$ cat config.mk
export PLATFORM = sky130hd
export DESIGN_NAME = reg_bank4
export DESIGN_NICKNAME = d
export VERILOG_FILES = /design/src/rtl/reg_bank4.sv
export SDC_FILE = /design/constraint.sdc
export NUM_CORES = 1
export LEC_CHECK = 0
export ABC_CLOCK_PERIOD_IN_PS = 1700
export BUFFER_PORTS_ARGS = -buffer_cell sky130_fd_sc_hd__buf_2
export CAP_MARGIN = 10
export CORE_ASPECT_RATIO = 1.2
export CORE_MARGIN = 3
export CORE_UTILIZATION = 50
export DETAILED_ROUTE_END_ITERATION = 6
export PLACE_DENSITY = 0.75
export SYNTH_ARGS = -nofsm -noshare
export SYNTH_HDL_FRONTEND = slang
export SYNTH_SLANG_ARGS = --single-unit
export TNS_END_PERCENT = 1
$ cat constraint.sdc
create_clock -name clk -period 1.7 [get_ports clk]
set_clock_uncertainty 0.05 [all_clocks]
set_input_delay 0.255 -clock clk [delete_from_list [all_inputs] [get_ports clk]]
set_output_delay 0.255 -clock clk [all_outputs]
set_load 0.03 [all_outputs]
$ cat src/rtl/reg_bank4.sv
// reg_bank4: four-entry register bank, one-hot write select, two registered
// read ports, sequenced clear. Option macro: REG_BANK_BYPASS_EN (write forwarding).
module reg_bank4 #(
    parameter int WIDTH = 8
) (
    input  logic             clk,
    input  logic             rst_n,
    input  logic             wr_valid,
    input  logic [3:0]       wr_sel,
    input  logic [WIDTH-1:0] wr_data,
    output logic             wr_ready,
    input  logic             clr,
    input  logic [1:0]       rd_addr_a,
    input  logic [1:0]       rd_addr_b,
    output logic [WIDTH-1:0] rd_data_a,
    output logic [WIDTH-1:0] rd_data_b,
    output logic             sel_err,
    output logic [7:0]       wr_count
);

    typedef enum logic {
        IDLE,
        CLEAR
    } state_t;

    state_t           state_q;
    state_t           state_d;
    logic [1:0]       clr_idx_q;
    logic [1:0]       clr_idx_d;
    logic [WIDTH-1:0] regs_q [4];
    logic [WIDTH-1:0] rd_next_a;
    logic [WIDTH-1:0] rd_next_b;
    logic             wr_fire;
    logic             sel_onehot;
    logic             wr_ok;
    logic             wr_bad;

    // a pending clear request blocks writes in the same cycle
    assign wr_ready   = rst_n && (state_q == IDLE) && !clr;
    assign wr_fire    = wr_valid && wr_ready;
    assign sel_onehot = (wr_sel != 4'b0000) &&
                        ((wr_sel & (wr_sel - 4'd1)) == 4'b0000);
    assign wr_ok      = wr_fire && sel_onehot;
    assign wr_bad     = wr_fire && !sel_onehot;

    // next-state logic: clear walks clr_idx 0..3, clr is ignored while clearing
    always_comb begin
        state_d   = state_q;
        clr_idx_d = clr_idx_q;
        unique case (state_q)
            IDLE: begin
                if (clr) begin
                    state_d   = CLEAR;
                    clr_idx_d = 2'd0;
                end
            end
            CLEAR: begin
                clr_idx_d = clr_idx_q + 2'd1;
                if (clr_idx_q == 2'd3) begin
                    state_d = IDLE;
                end
            end
        endcase
    end

    // state register
    always_ff @(posedge clk) begin
        if (!rst_n) begin
            state_q   <= IDLE;
            clr_idx_q <= 2'd0;
        end else begin
            state_q   <= state_d;
            clr_idx_q <= clr_idx_d;
        end
    end

    // register array: clear sweep or one-hot write
    always_ff @(posedge clk) begin
        if (!rst_n) begin
            for (int i = 0; i < 4; i++) begin
                regs_q[i] <= '0;
            end
        end else if (state_q == CLEAR) begin
            regs_q[clr_idx_q] <= '0;
        end else if (wr_ok) begin
            for (int i = 0; i < 4; i++) begin
                if (wr_sel[i]) begin
                    regs_q[i] <= wr_data;
                end
            end
        end
    end

    // read mux; clear zeroing is never forwarded, only real writes
    always_comb begin
        rd_next_a = regs_q[rd_addr_a];
        rd_next_b = regs_q[rd_addr_b];
`ifdef REG_BANK_BYPASS_EN
        if (wr_ok && wr_sel[rd_addr_a]) begin
            rd_next_a = wr_data;
        end
        if (wr_ok && wr_sel[rd_addr_b]) begin
            rd_next_b = wr_data;
        end
`endif
    end

    // registered read ports
    always_ff @(posedge clk) begin
        if (!rst_n) begin
            rd_data_a <= '0;
            rd_data_b <= '0;
        end else begin
            rd_data_a <= rd_next_a;
            rd_data_b <= rd_next_b;
        end
    end

    // write counter and sticky select error
    always_ff @(posedge clk) begin
        if (!rst_n) begin
            wr_count <= 8'd0;
            sel_err  <= 1'b0;
        end else begin
            if (wr_ok) begin
                wr_count <= wr_count + 8'd1;
            end
            if (wr_bad) begin
                sel_err <= 1'b1;
            end
        end
    end

endmodule
== Yosys cells after proc, flatten, opt, wreduce, memory -nomap -nowiden ==
Memories as Yosys holds them, arrays and structs flattened. A register that Yosys moved wholly into a read port is not among the register bits.
Cells that the tools add are included.

* $add $sub $neg: 3
* Eq/ne operators: 2
* Reduce and logical (&&, ||, !) cells: 13
* Multiplexer cells: 36
* Bitwise logic cells: 6

{| class="wikitable"
|+ Operators by type and width
! kind !! count
|-
| $mux 8 || 5
|-
| $mux 1 || 27
|-
| $add 8x1->8 const B || 1
|-
| $reduce_or 8->1 || 1
|-
| $logic_and 1x1->1 || 6
|-
| $and 4x4->4 || 1
|-
| $logic_not 1->1 || 4
|-
| $logic_not 4->1 || 1
|-
| $mux 2 || 2
|-
| $or 1x1->1 || 4
|-
| $pmux 2 s2 || 1
|-
| $reduce_bool 4->1 || 1
|-
| $sub 4x1->4 const B || 1
|-
| $add 2x1->2 const B || 1
|-
| $eq 2x2->1 const B || 1
|-
| $ne 2x2->1 const B || 1
|-
| $pmux 1 s2 || 1
|-
| $not 1->1 || 1
|}

* Word-level logic and storage cells: 65
* Output and inout bits: 26
* Input port bits: 20
* Memory bits (writable): 32
* Bits in registers: 12
* Memories: 1

{| class="wikitable"
|+ Memories
! memory !! words !! width !! rd ports !! clocked after Yosys merged registers in !! wr ports !! line !! source
|-
| regs_q || 4 || 8 || 2 || 2 || 4 || 30 || <nowiki>logic [WIDTH-1:0] regs_q [4];</nowiki>
|}

== Depth between registers and ports, before layout ==
Gate-level depths: netlist of run 1.

* Depth after elaboration: 11
* Mapped depth: 6
* Depth with buffers taken out: 5

== Least setup slack after synthesis of run 1 ==
No wires, ideal clock.

* Path kind: in2out
* From: input port rst_n
* To: output port wr_ready
* Arrival time: 1,576 ps
* Path slack: -181 ps
* Required time: 1,395 ps
* Path buffers: 2
* Stages on the path: 4
* Cell sequence: clkbuf_1 > clkbuf_1 > inv_1 > nor3_1

* Word-level cells in the longest chain between the ends: 2

{| class="wikitable"
|+ RTL lines
! what !! line !! source
|-
| start, declared || 7 || <nowiki>input logic rst_n,</nowiki>
|-
| $logic_and 1x1->1 (2 in a row) || 39 || <nowiki>assign wr_ready = rst_n && (state_q == IDLE) && !clr;</nowiki>
|-
| end, declared || 11 || <nowiki>output logic wr_ready,</nowiki>
|}

No other way between the ends.

==> results of run 1 <==
[placed cells by master, fill, tap and decap left out, types with 2 or more instances in the layout]
| cell type | n |
|---|---|
| nand3b_1 | 8 |
| buf_2 | 45 |
| buf_4 | 15 |
| and3_1 | 4 |
| dfxtp_1 | 60 |
| clkbuf_8 | 9 |
| and2_1 | 17 |
| nand4_1 | 2 |
| nand2_1 | 36 |
| and4b_1 | 3 |
| or4_1 | 3 |
| o21ai_0 | 3 |
| clkinvlp_4 | 2 |
| nand4b_1 | 3 |
| a21oi_1 | 41 |
| or3_1 | 2 |
| inv_1 | 3 |
| ha_1 | 5 |
| o31ai_1 | 4 |
| nand3_1 | 26 |
| nor2_1 | 7 |
| clkinv_2 | 4 |
| mux4_2 | 16 |
[stage by stage]
stage	area [um2]	power (W)
2_1_floorplan	2730	0.00158
3_3_place_gp	3060	0.00165
3_5_place_dp	3060	0.00165
4_1_cts	3220	0.00272
5_1_grt	3230	0.00282
6_report	3230	0.00270
[power by group]
group,switching (W),internal (W)
combinational,0.000120,0.0000746
clock,0.000560,0.000518
sequential,0.00000891,0.00142
[final cells by class]
cell class                      count  area [um2]  share of cell area [%]
Multi-Input combinational cell    195        1420                    43.8
Sequential cell                    60        1200                    37.2
Timing Repair Buffer               61         358                    11.1
Clock buffer                        9         124                    3.84
Tap cell                           60        75.1                    2.33
Clock inverter                      7        43.8                    1.36
Inverter                            3        11.3                   0.349
[sequential cells by signal (all words and copies together) (netlist names)]
| register | count |
|---|---|
| rd_data_a | 8 |
| regs_q | 32 |
| rd_data_b | 8 |
| wr_count | 8 |
| sel_err | 1 |
| state_q | 1 |
| clr_idx_q | 2 |
[synthesized netlist by cell type, types with 2 or more instances]
master and instances:
clkbuf_1 12, and3_1 4, nand4b_1 3, nand3_1 27, and4b_1 3, a21oi_1 41
and2_1 17, ha_1 5, mux4_2 16, dfxtp_1 60, or3_1 2, nor3_1 2
o21ai_0 3, inv_1 3, nand4_1 2, nand2_1 36, nor2_1 7, buf_1 4
o31ai_1 4, or4_1 3, nand3b_1 8, buf_2 7
[kinds of logic (layout without fill, tap and decap cells)]
family                     after synthesis  in the layout  share of synthesized area (%)
and+or+nand+nor                        119            119                           24.5
DFF                                     60             60                           44.1
AOI/OAI and AO/OA                       53             53                           10.8
buffers and inverters                   27             80                           4.32
muxes                                   17             17                           13.6
adders and majority gates                5              5                           2.30
xor gates and xnor gates                 1              1                          0.322
[path summary, 6_finish.rpt]
path	startpoint	end	slack, ns
max	state_q	regs_q[0][7]	0.16
min reg2reg	wr_count[7]	wr_count[7]	0.42
min	wr_data[2]	regs_q[0][2]	0.14
max reg2reg	state_q	regs_q[0][7]	0.16
[worst max-delay path, stage by stage (launching register included)]
cell	delay, ns
dfxtp_1	0.33
and4bb_2	0.40
and4b_1	0.45
nand2_1	0.11
a21oi_1	0.14
[routing by layer]
layer  vias to the layer above  part of all wire, %  GRT usage [%]  wire [um]
li1                       1121                    -              -          -
met1                      1069                   41           24.2       2530
met2                        81                   50           35.4       3120
met3                        10                  7.4           5.77        458
met4                         0                  1.3           10.2         81
met5                         -                    0              0          0
==> impl_metrics.csv, run 1 <==
group,metric,value,unit
cts,cts_setup_buffers,0,
timing,whs,0.138,ns
grt,grt_usage,21.0,%
placement,dp_hpwl,4210,um
timing,final_max_slew_viol_count,0,
floorplan,die_area,6370,um2
logic_synthesis,synth_cell_types,35,
floorplan,die_h,86.9,um
routing,drt-pass1-iter-count,4,
grt,grt_max_degree,36,
floorplan,die_x,73.4,um
routing,drt_iter0_drc,172,
logic_synthesis,syn_inst,282,
timing,worst_slew_margin_rel,47.7,%
logic_synthesis,syn-num-nets,307,
floorplan,rows,28,
routing,drc,0,
routing,wl,6190,um
grt,grt_pass1_vias,2226,
placement,dpl.cell_count,379,
timing,fin_tns_setup,0,ns
critical_path,endpoint_kind,"register",
finish,utilization,63.5,%
finish,diodes,0,
finish,nNetsFinal,355,
critical_path,ff2ff_path_depth,4,
logic_synthesis,async_reset_ff_share,0,%
cts,cts_tree,"done",
finish,fin_cells,395,
timing,rsz0062_at_grt,"no",
floorplan,start_util,53.6,%
routing,post_drt_wl_per_cell,15.7,um
pwr,power_density,836,nW/um2
logic_synthesis,yosysTopAreaCellShare,44.1,%
logic_synthesis,synth_area_leaders,"dfxtp_1 (44%), mux4_2 (13%), a21oi_1 (7.5%)",
floorplan,boundaryPins,46,
run,max-cap-violations,0,
floorplan,core_region_area,5080,um2
logic_synthesis,yosysSeqAreaShare,44.1,%
pwr,cellLeakagePower,1.29,nW
cts,cts_resized,0,
finish,area_delta_synth_final,18.5,%
routing,ant_nets,0,
critical_path,cp.required,1.92,ns
min_path,hold_depth,3,
logic_synthesis,ys.flop_type,"dfxtp_1",
placement,routabilityCongestion,0.818,
placement,pre_cts_slack,-0.0473,ns
critical_path,cp_max_fo,9,
logic_synthesis,synth_edf_count,0,
logic_synthesis,synth_seq_cells,60,
logic_synthesis,netlist.top_cell.by_area,"dfxtp_1",
routing,via_count,2281,
critical_path,critPathLaunchType,"register",
cts,clockBufferDepth,2,
placement,port_buffers,45,
timing,fmax,648,MHz
cts,clock-root-buffer,"clkbuf_8",
cts,cts_hold_buf,0,
logic_synthesis,mappedNetlistArea,2720,um2
finish,final_layout_size_suffix_gt1_share,29.9,%
min_path,min_path_type,"input port to register",
grt,grt_overflow,0,
cts,clock_latency,0.34,ns
timing,setup_viol,0,
cts,htree_levels,3,
cts,clkTransAtPathRegs,0.07,ns
logic_synthesis,synth.avg_cell_area,9.66,um2
critical_path,cp_data_arrival_time,1.76,ns
critical_path,setup.worst_path.class,"register to register",
routing,avgViaCountPerCell,5.77,
status,status,"complete, no violations",
timing,finalWorstSetupSlack,0.156,ns
timing,hold_viol,0,
grt,antenna_found_initial,0,
pwr,vdd_drop_max,526,uV
grt,grt_pass1_wl,10200,um
cts,cts_num_sinks,60,
cts,cts_inserted_buffers,9,
logic_synthesis,ys_warn_count,0,
timing,tightest_slew,0.783,ns
finish,fill_cells,427,
timing,min_period,1.54,ns
timing,period_share,90.8,%
(Power assumes the default switching activity.)
==> run 2, diff against run 1 <==
==> constraint.sdc (replaced) <==
create_clock -name clk -period 1.7 [get_ports clk]
set_clock_uncertainty 0.05 [all_clocks]
set_input_delay 0.17 -clock clk [delete_from_list [all_inputs] [get_ports clk]]
set_output_delay 0.17 -clock clk [all_outputs]
set_load 0.03 [all_outputs]
==> run 2 against run 1 <==
Compared with the run above:
- global-route usage barely moved
- non-clock buffer count is 3 lower
- clock-buffer cell count is 1 higher
- hold slack got worse by 0.086 ns
- clock power is 15% higher
- first-iteration DRC count up 19%
- cell count fell by 1.0%
- total power is 5.7% higher
- sequential power about the same
- largest cell class unchanged
==> impl_metrics.csv, run 2 (same netlist as run 1, synthesis figures left out) <==
group,metric,value,unit
status,status,"complete, no violations",
critical_path,cp_max_fo,9,
critical_path,path_buf_inv,0,
cts,clockBufferDepth,2,
finish,nNetsFinal,352,
pwr,power_density,885,nW/um2
grt,grt_usage,21.0,%
floorplan,rows,28,
routing,route.layer.met1.wl,2500,um
routing,post_drt_wl_per_cell,15.8,um
timing,final_max_slew_viol_count,0,
critical_path,cp.required,1.92,ns
timing,rsz0062_at_grt,"no",
cts,cts_setup_buffers,0,
finish,area_delta_synth_final,18.3,%
critical_path,slowest_stage,"and4b_1",
grt,grt_pass1_wl,10100,um
routing,wl,6160,um
critical_path,cp_data_arrival_time,1.79,ns
pwr,cellLeakagePower,1.28,nW
floorplan,die_h,86.9,um
cts,clock-root-buffer,"clkbuf_8",
routing,drt-pass1-iter-count,4,
timing,period_share,92.4,%
min_path,min_path_type,"input port to register",
routing,drt_iter0_drc,205,
finish,final_layout_size_suffix_gt1_share,28.7,%
pwr,total_power,0.00285,W
placement,routabilityCongestion,0.809,
routing,drc,0,
cts,clock_latency,0.34,ns
cts,cts_resized,0,
placement,postPlaceCellArea,3030,um2
routing,avgViaCountPerCell,5.81,
timing,fmax,637,MHz
floorplan,core_region_area,5080,um2
timing,hold_viol,0,
floorplan,start_util,53.6,%
finish,final_common_cell,"dfxtp_1",
cts,cts_num_sinks,60,
cts,htree_levels,3,
critical_path,critPathLaunchType,"register",
timing,setup_viol,0,
placement,port_buffers,45,
routing,ant_nets,0,
cts,clkTransAtPathRegs,0.06,ns
critical_path,path_cells,"and4bb_2, and4b_1, nand2_1, a21oi_1",
critical_path,crit_family,"simple AND/OR/NAND/NOR gates",
pwr,vdd_drop_max,501,uV
timing,finalWorstSetupSlack,0.130,ns
grt,grt_max_degree,38,
cts,cts_inserted_buffers,9,
finish,largest_reg_flops,32,
grt,antenna_found_initial,0,
routing,met2_length,3180,um
grt,grt_pass1_vias,2107,
timing,whs,0.0523,ns
finish,final_area,3220,um2
timing,min_period,1.57,ns
critical_path,cp_slowest_stage_delay,0.47,ns
finish,most-common-layout-cells,"dfxtp_1 (60), buf_2 (45), a21oi_1 (41)",
floorplan,die_x,73.4,um
routing,routed-wl-met3,371,um
finish,diodes,0,
cts,cts_hold_buf,0,
routing,top_layer,"met4",
placement,pre_cts_slack,-0.0228,ns
timing,worst_slew_margin_rel,45.2,%
run,max-cap-violations,0,
critical_path,setup.worst_path.class,"register to register",
floorplan,die_area,6370,um2
floorplan,boundaryPins,46,
routing,via_count,2272,
critical_path,endpoint_kind,"register",
placement,dp_hpwl,4200,um
finish,max_flop_register,"regs_q",
timing,tightest_slew,0.820,ns
cts,cts_tree,"done",
grt,grt_overflow,0,
==> run 2: changes by cell type in the layout (fill, tap and decap cells not counted), sizes merged <==
cell | before | now
buf | 61 | 58
clkinvlp | 2 | 1
clkbuf | 9 | 10
bufinv | 0 | 1
clkinv | 5 | 3
==> run 2: cell type report <==
class	count	area [um2]
clock buffers	10	138
fillers	441	1860
repair buffers	58	335
inverters	3	11.3
well taps	60	75.1
multi-input cells	195	1410
clock inverters	5	52.6
flip-flops and latches	60	1200
==> run 2: worst paths after layout <==
| check | slack (ns) | cells past startpoint | startpoint | to |
|---|---|---|---|---|
| min | 0.05 | 3 | wr_data[6] | regs_q[3][6] |
| max reg2reg | 0.13 | 4 | state_q | regs_q[1][2] |
| min reg2reg | 0.42 | 2 | sel_err | sel_err |
| max | 0.13 | 4 | state_q | regs_q[1][2] |
==> run 2: layer usage <==
layer,up-vias,global-route usage (%)
li1,1110,-
met1,1086,24.1
met2,63,36.0
met3,13,5.08
met4,0,10.2
met5,-,0
==> run 2: through the flow <==
step,instances,TNS (ns),util (%)
2_1_floorplan,282,0,-
3_3_place_gp,376,0,59.7
3_5_place_dp,376,-0.0375,59.7
4_1_cts,391,0,63.4
5_1_grt,391,0,63.4
6_report,391,0,63.4
==> run 2: report_power, final <==
part | internal [W] | switching (W) | total, W
combinational | 0.0000712 | 0.000120 | 0.000191
sequential | 0.00142 | 0.00000920 | 0.00143
clock | 0.000699 | 0.000536 | 0.00124
==> run 2: worst reg2reg max path, cell delays in order (launching register included) <==
cell	delay, ns
dfxtp_1	0.34
and4bb_2	0.41
and4b_1	0.48
nand2_1	0.10
a21oi_1	0.13
==> run 3, diff against run 2 <==
--- a/config.mk
+++ b/config.mk
@@ -5,6 +5,7 @@
 export SDC_FILE = /design/constraint.sdc
 export NUM_CORES = 1
 export LEC_CHECK = 0
+export ABC_AREA = 1
 export ABC_CLOCK_PERIOD_IN_PS = 1700
 export BUFFER_PORTS_ARGS = -buffer_cell sky130_fd_sc_hd__buf_2
 export CAP_MARGIN = 10
==> run 3 against run 2 <==
Compared with the run above:
- flip-flop and latch count is the same
- clock-buffer cell count up 1
- sequential power barely moved
- core utilization shrank 2.9 points
- global-route usage rose by 3.5 points
- setup slack improved by 0.087 ns
- cell count grew 23%
- hold slack worse by 0.0039 ns
- clock power about the same
- via count grew 20%
- first-iteration DRC count down 13%
==> impl_metrics.csv, run 3 <==
group,metric,value,unit
status,status,"complete, no violations",
cts,clock-root-buffer,"clkbuf_8",
grt,grt_pass1_vias,2534,
critical_path,reg2reg_to,"regs_q[1][7]",
min_path,min_from,"clr",
logic_synthesis,synth_top_family_by_area,"simple AND/OR/NAND/NOR gates",
logic_synthesis,synth_simple_gate_area_share,23.3,%
placement,routabilityCongestion,0.803,
routing,drt_iter0_drc,179,
cts,cts_tree,"done",
timing,hold_viol,0,
logic_synthesis,yosys.cell_count.top_type,"a21oi_1",
floorplan,die_h,87.7,um
logic_synthesis,synth_compound_area_share,20.7,%
finish,final_common_cell,"a21oi_1",
timing,tightest_slew,0.677,ns
logic_synthesis,synth_cell_types,21,
routing,drc,0,
timing,min_period,1.48,ns
logic_synthesis,synth_seq_cells,60,
logic_synthesis,yosysSeqAreaShare,43.2,%
min_path,hold_depth,3,
cts,cts_hold_buf,0,
placement,dpl.cell_count,464,
logic_synthesis,ys.flop_type,"dfxtp_1",
critical_path,reg2reg_from,"state_q",
critical_path,cp_max_fo,8,
logic_synthesis,yosysTopAreaCellShare,43.2,%
finish,most-common-layout-cells,"a21oi_1 (72), nand3_1 (68), dfxtp_1 (60)",
critical_path,cp.required,1.88,ns
logic_synthesis,synth-xor-area-share,1.57,%
cts,htree_levels,3,
timing,worst_slew_margin_rel,54.7,%
cts,cts_resized,0,
finish,final_layout_size_suffix_gt1_share,17.7,%
logic_synthesis,syn-num-nets,396,
logic_synthesis,netlist.top_cell.by_area,"dfxtp_1",
placement,pre_cts_slack,0.173,ns
logic_synthesis,ys_top_cells_by_count,"a21oi_1 (72), nand3_1 (68), dfxtp_1 (60)",
logic_synthesis,synth_edf_count,0,
grt,grt_pass1_wl,12100,um
floorplan,core_region_area,5330,um2
grt,grt_usage,24.5,%
grt,grt_overflow,0,
cts,clockBufferDepth,2,
timing,final_max_slew_viol_count,0,
min_path,min_path_type,"input port to register",
timing,fmax,674,MHz
finish,fin_cells,480,
placement,dp_hpwl,4750,um
timing,rsz0062_at_grt,"no",
logic_synthesis,async_reset_ff_share,0,%
grt,antenna_found_initial,0,
logic_synthesis,synth_area_leaders,"dfxtp_1 (43%), a21oi_1 (13%), nand3_1 (12%)",
routing,drt-pass1-iter-count,5,
finish,fill_cells,474,
critical_path,ff2ff_path_depth,6,
critical_path,setup.worst_path.class,"register to register",
floorplan,rows,29,
cts,clkTransAtPathRegs,0.06,ns
floorplan,die_area,6500,um2
finish,largest_reg_flops,32,
finish,max_flop_register,"regs_q",
floorplan,die_x,74.1,um
timing,fin_tns_setup,0,ns
logic_synthesis,synth_fa_ha_area_share,2.25,%
min_path,hold_end,"state_q",
cts,cts_inserted_buffers,9,
logic_synthesis,synth.avg_cell_area,7.50,um2
pwr,power_density,924,nW/um2
critical_path,cp_data_arrival_time,1.66,ns
timing,setup_viol,0,
cts,cts_num_sinks,60,
logic_synthesis,syn_inst,371,
critical_path,r2r_setup_slack,0.22,ns
placement,port_buffers,45,
timing,finalWorstSetupSlack,0.217,ns
finish,diodes,0,
finish,area_delta_synth_final,16.1,%
run,max-cap-violations,0,
pwr,vdd_drop_max,755,uV
logic_synthesis,ys_warn_count,0,
routing,avgViaCountPerCell,5.68,
floorplan,start_util,52.1,%
cts,cts_setup_buffers,0,
logic_synthesis,synth.area.mux_share,0,%
routing,ant_nets,0,
logic_synthesis,mappedNetlistArea,2780,um2
routing,wl,7000,um
cts,clock_latency,0.34,ns
finish,nNetsFinal,438,
critical_path,critPathLaunchType,"register",
critical_path,endpoint_kind,"register",
floorplan,boundaryPins,46,
timing,period_share,87.2,%
routing,via_count,2728,
pwr,cellLeakagePower,1.34,nW
routing,post_drt_wl_per_cell,14.6,um
grt,grt_max_degree,33,
## run 3: changes by cell type after synthesis, moves of 11 or more
cell and change:
o21ai_0 +12, a21oi_1 +31, nand2_1 +11, and2_1 -17
inv_1 +29, mux4_2 -16, nand3_1 +41, o211ai_1 +15
## run 3: metal layers
metal	vias to the layer above	share of wire, %	global-route usage (%)
li1	1359	-	-
met1	1260	42	30.8
met2	96	49	39.3
met3	13	7.2	6.20
met4	0	1.8	10.7
met5	-	0	0
## run 3: cell families after synthesis
logic type                 count (synthesis)
AOI/OAI and AO/OA                        107
and+or+nand+nor                          137
DFF                                       60
buffers and inverters                     57
adders and majority gates                  5
xor gates and xnor gates                   5
## run 3: through the flow
step                util [%]  hold slack (ns)  total power, W  cell area, um2
floorplan                  -            0.255         0.00170            2780
global placement        57.1            0.382         0.00180            3050
detailed placement      57.1            0.392         0.00180            3050
CTS                     60.5           0.0361         0.00302            3230
global route            60.5           0.0620         0.00313            3230
finish                  60.5           0.0484         0.00298            3230
## run 3: worst max-delay path by stage
stage | from | endpoint | slack (ns) | cells after the start
2_1_floorplan | state_q | wr_count[2] | 0.35 | 9
3_3_place_gp | wr_sel[2] | regs_q[0][3] | 0.21 | 10
3_5_place_dp | wr_sel[3] | regs_q[1][2] | 0.17 | 10
4_1_cts | state_q | regs_q[1][7] | 0.21 | 6
5_1_grt | state_q | regs_q[0][0] | 0.06 | 8
6_report | state_q | regs_q[1][7] | 0.22 | 6
## run 3: final cells by class
| class | instances | area [um2] | share of cell area, % |
|---|---|---|---|
| clock buffer | 11 | 131 | 4.07 |
| inverter | 33 | 124 | 3.84 |
| multi-input combinational | 254 | 1330 | 41.2 |
| timing repair buffer | 55 | 313 | 9.69 |
| sequential | 60 | 1200 | 37.2 |
| tap | 62 | 77.6 | 2.40 |
| clock inverter | 5 | 52.6 | 1.63 |
## run 3: critical path, stage by stage, from the launching register on
cell and delay (ns):
dfxtp_1 0.36, nor2_4 0.16, nand2_4 0.09, nor2_8 0.13, nand4_1 0.33, nand3_1 0.19, a21oi_1 0.07
## run 3: power breakdown
part | switching, W | leakage, nW | internal (W)
clock network | 0.000545 | 0.0931 | 0.000669
registers | 0.0000180 | 0.487 | 0.00144
logic | 0.000218 | 0.756 | 0.0000909
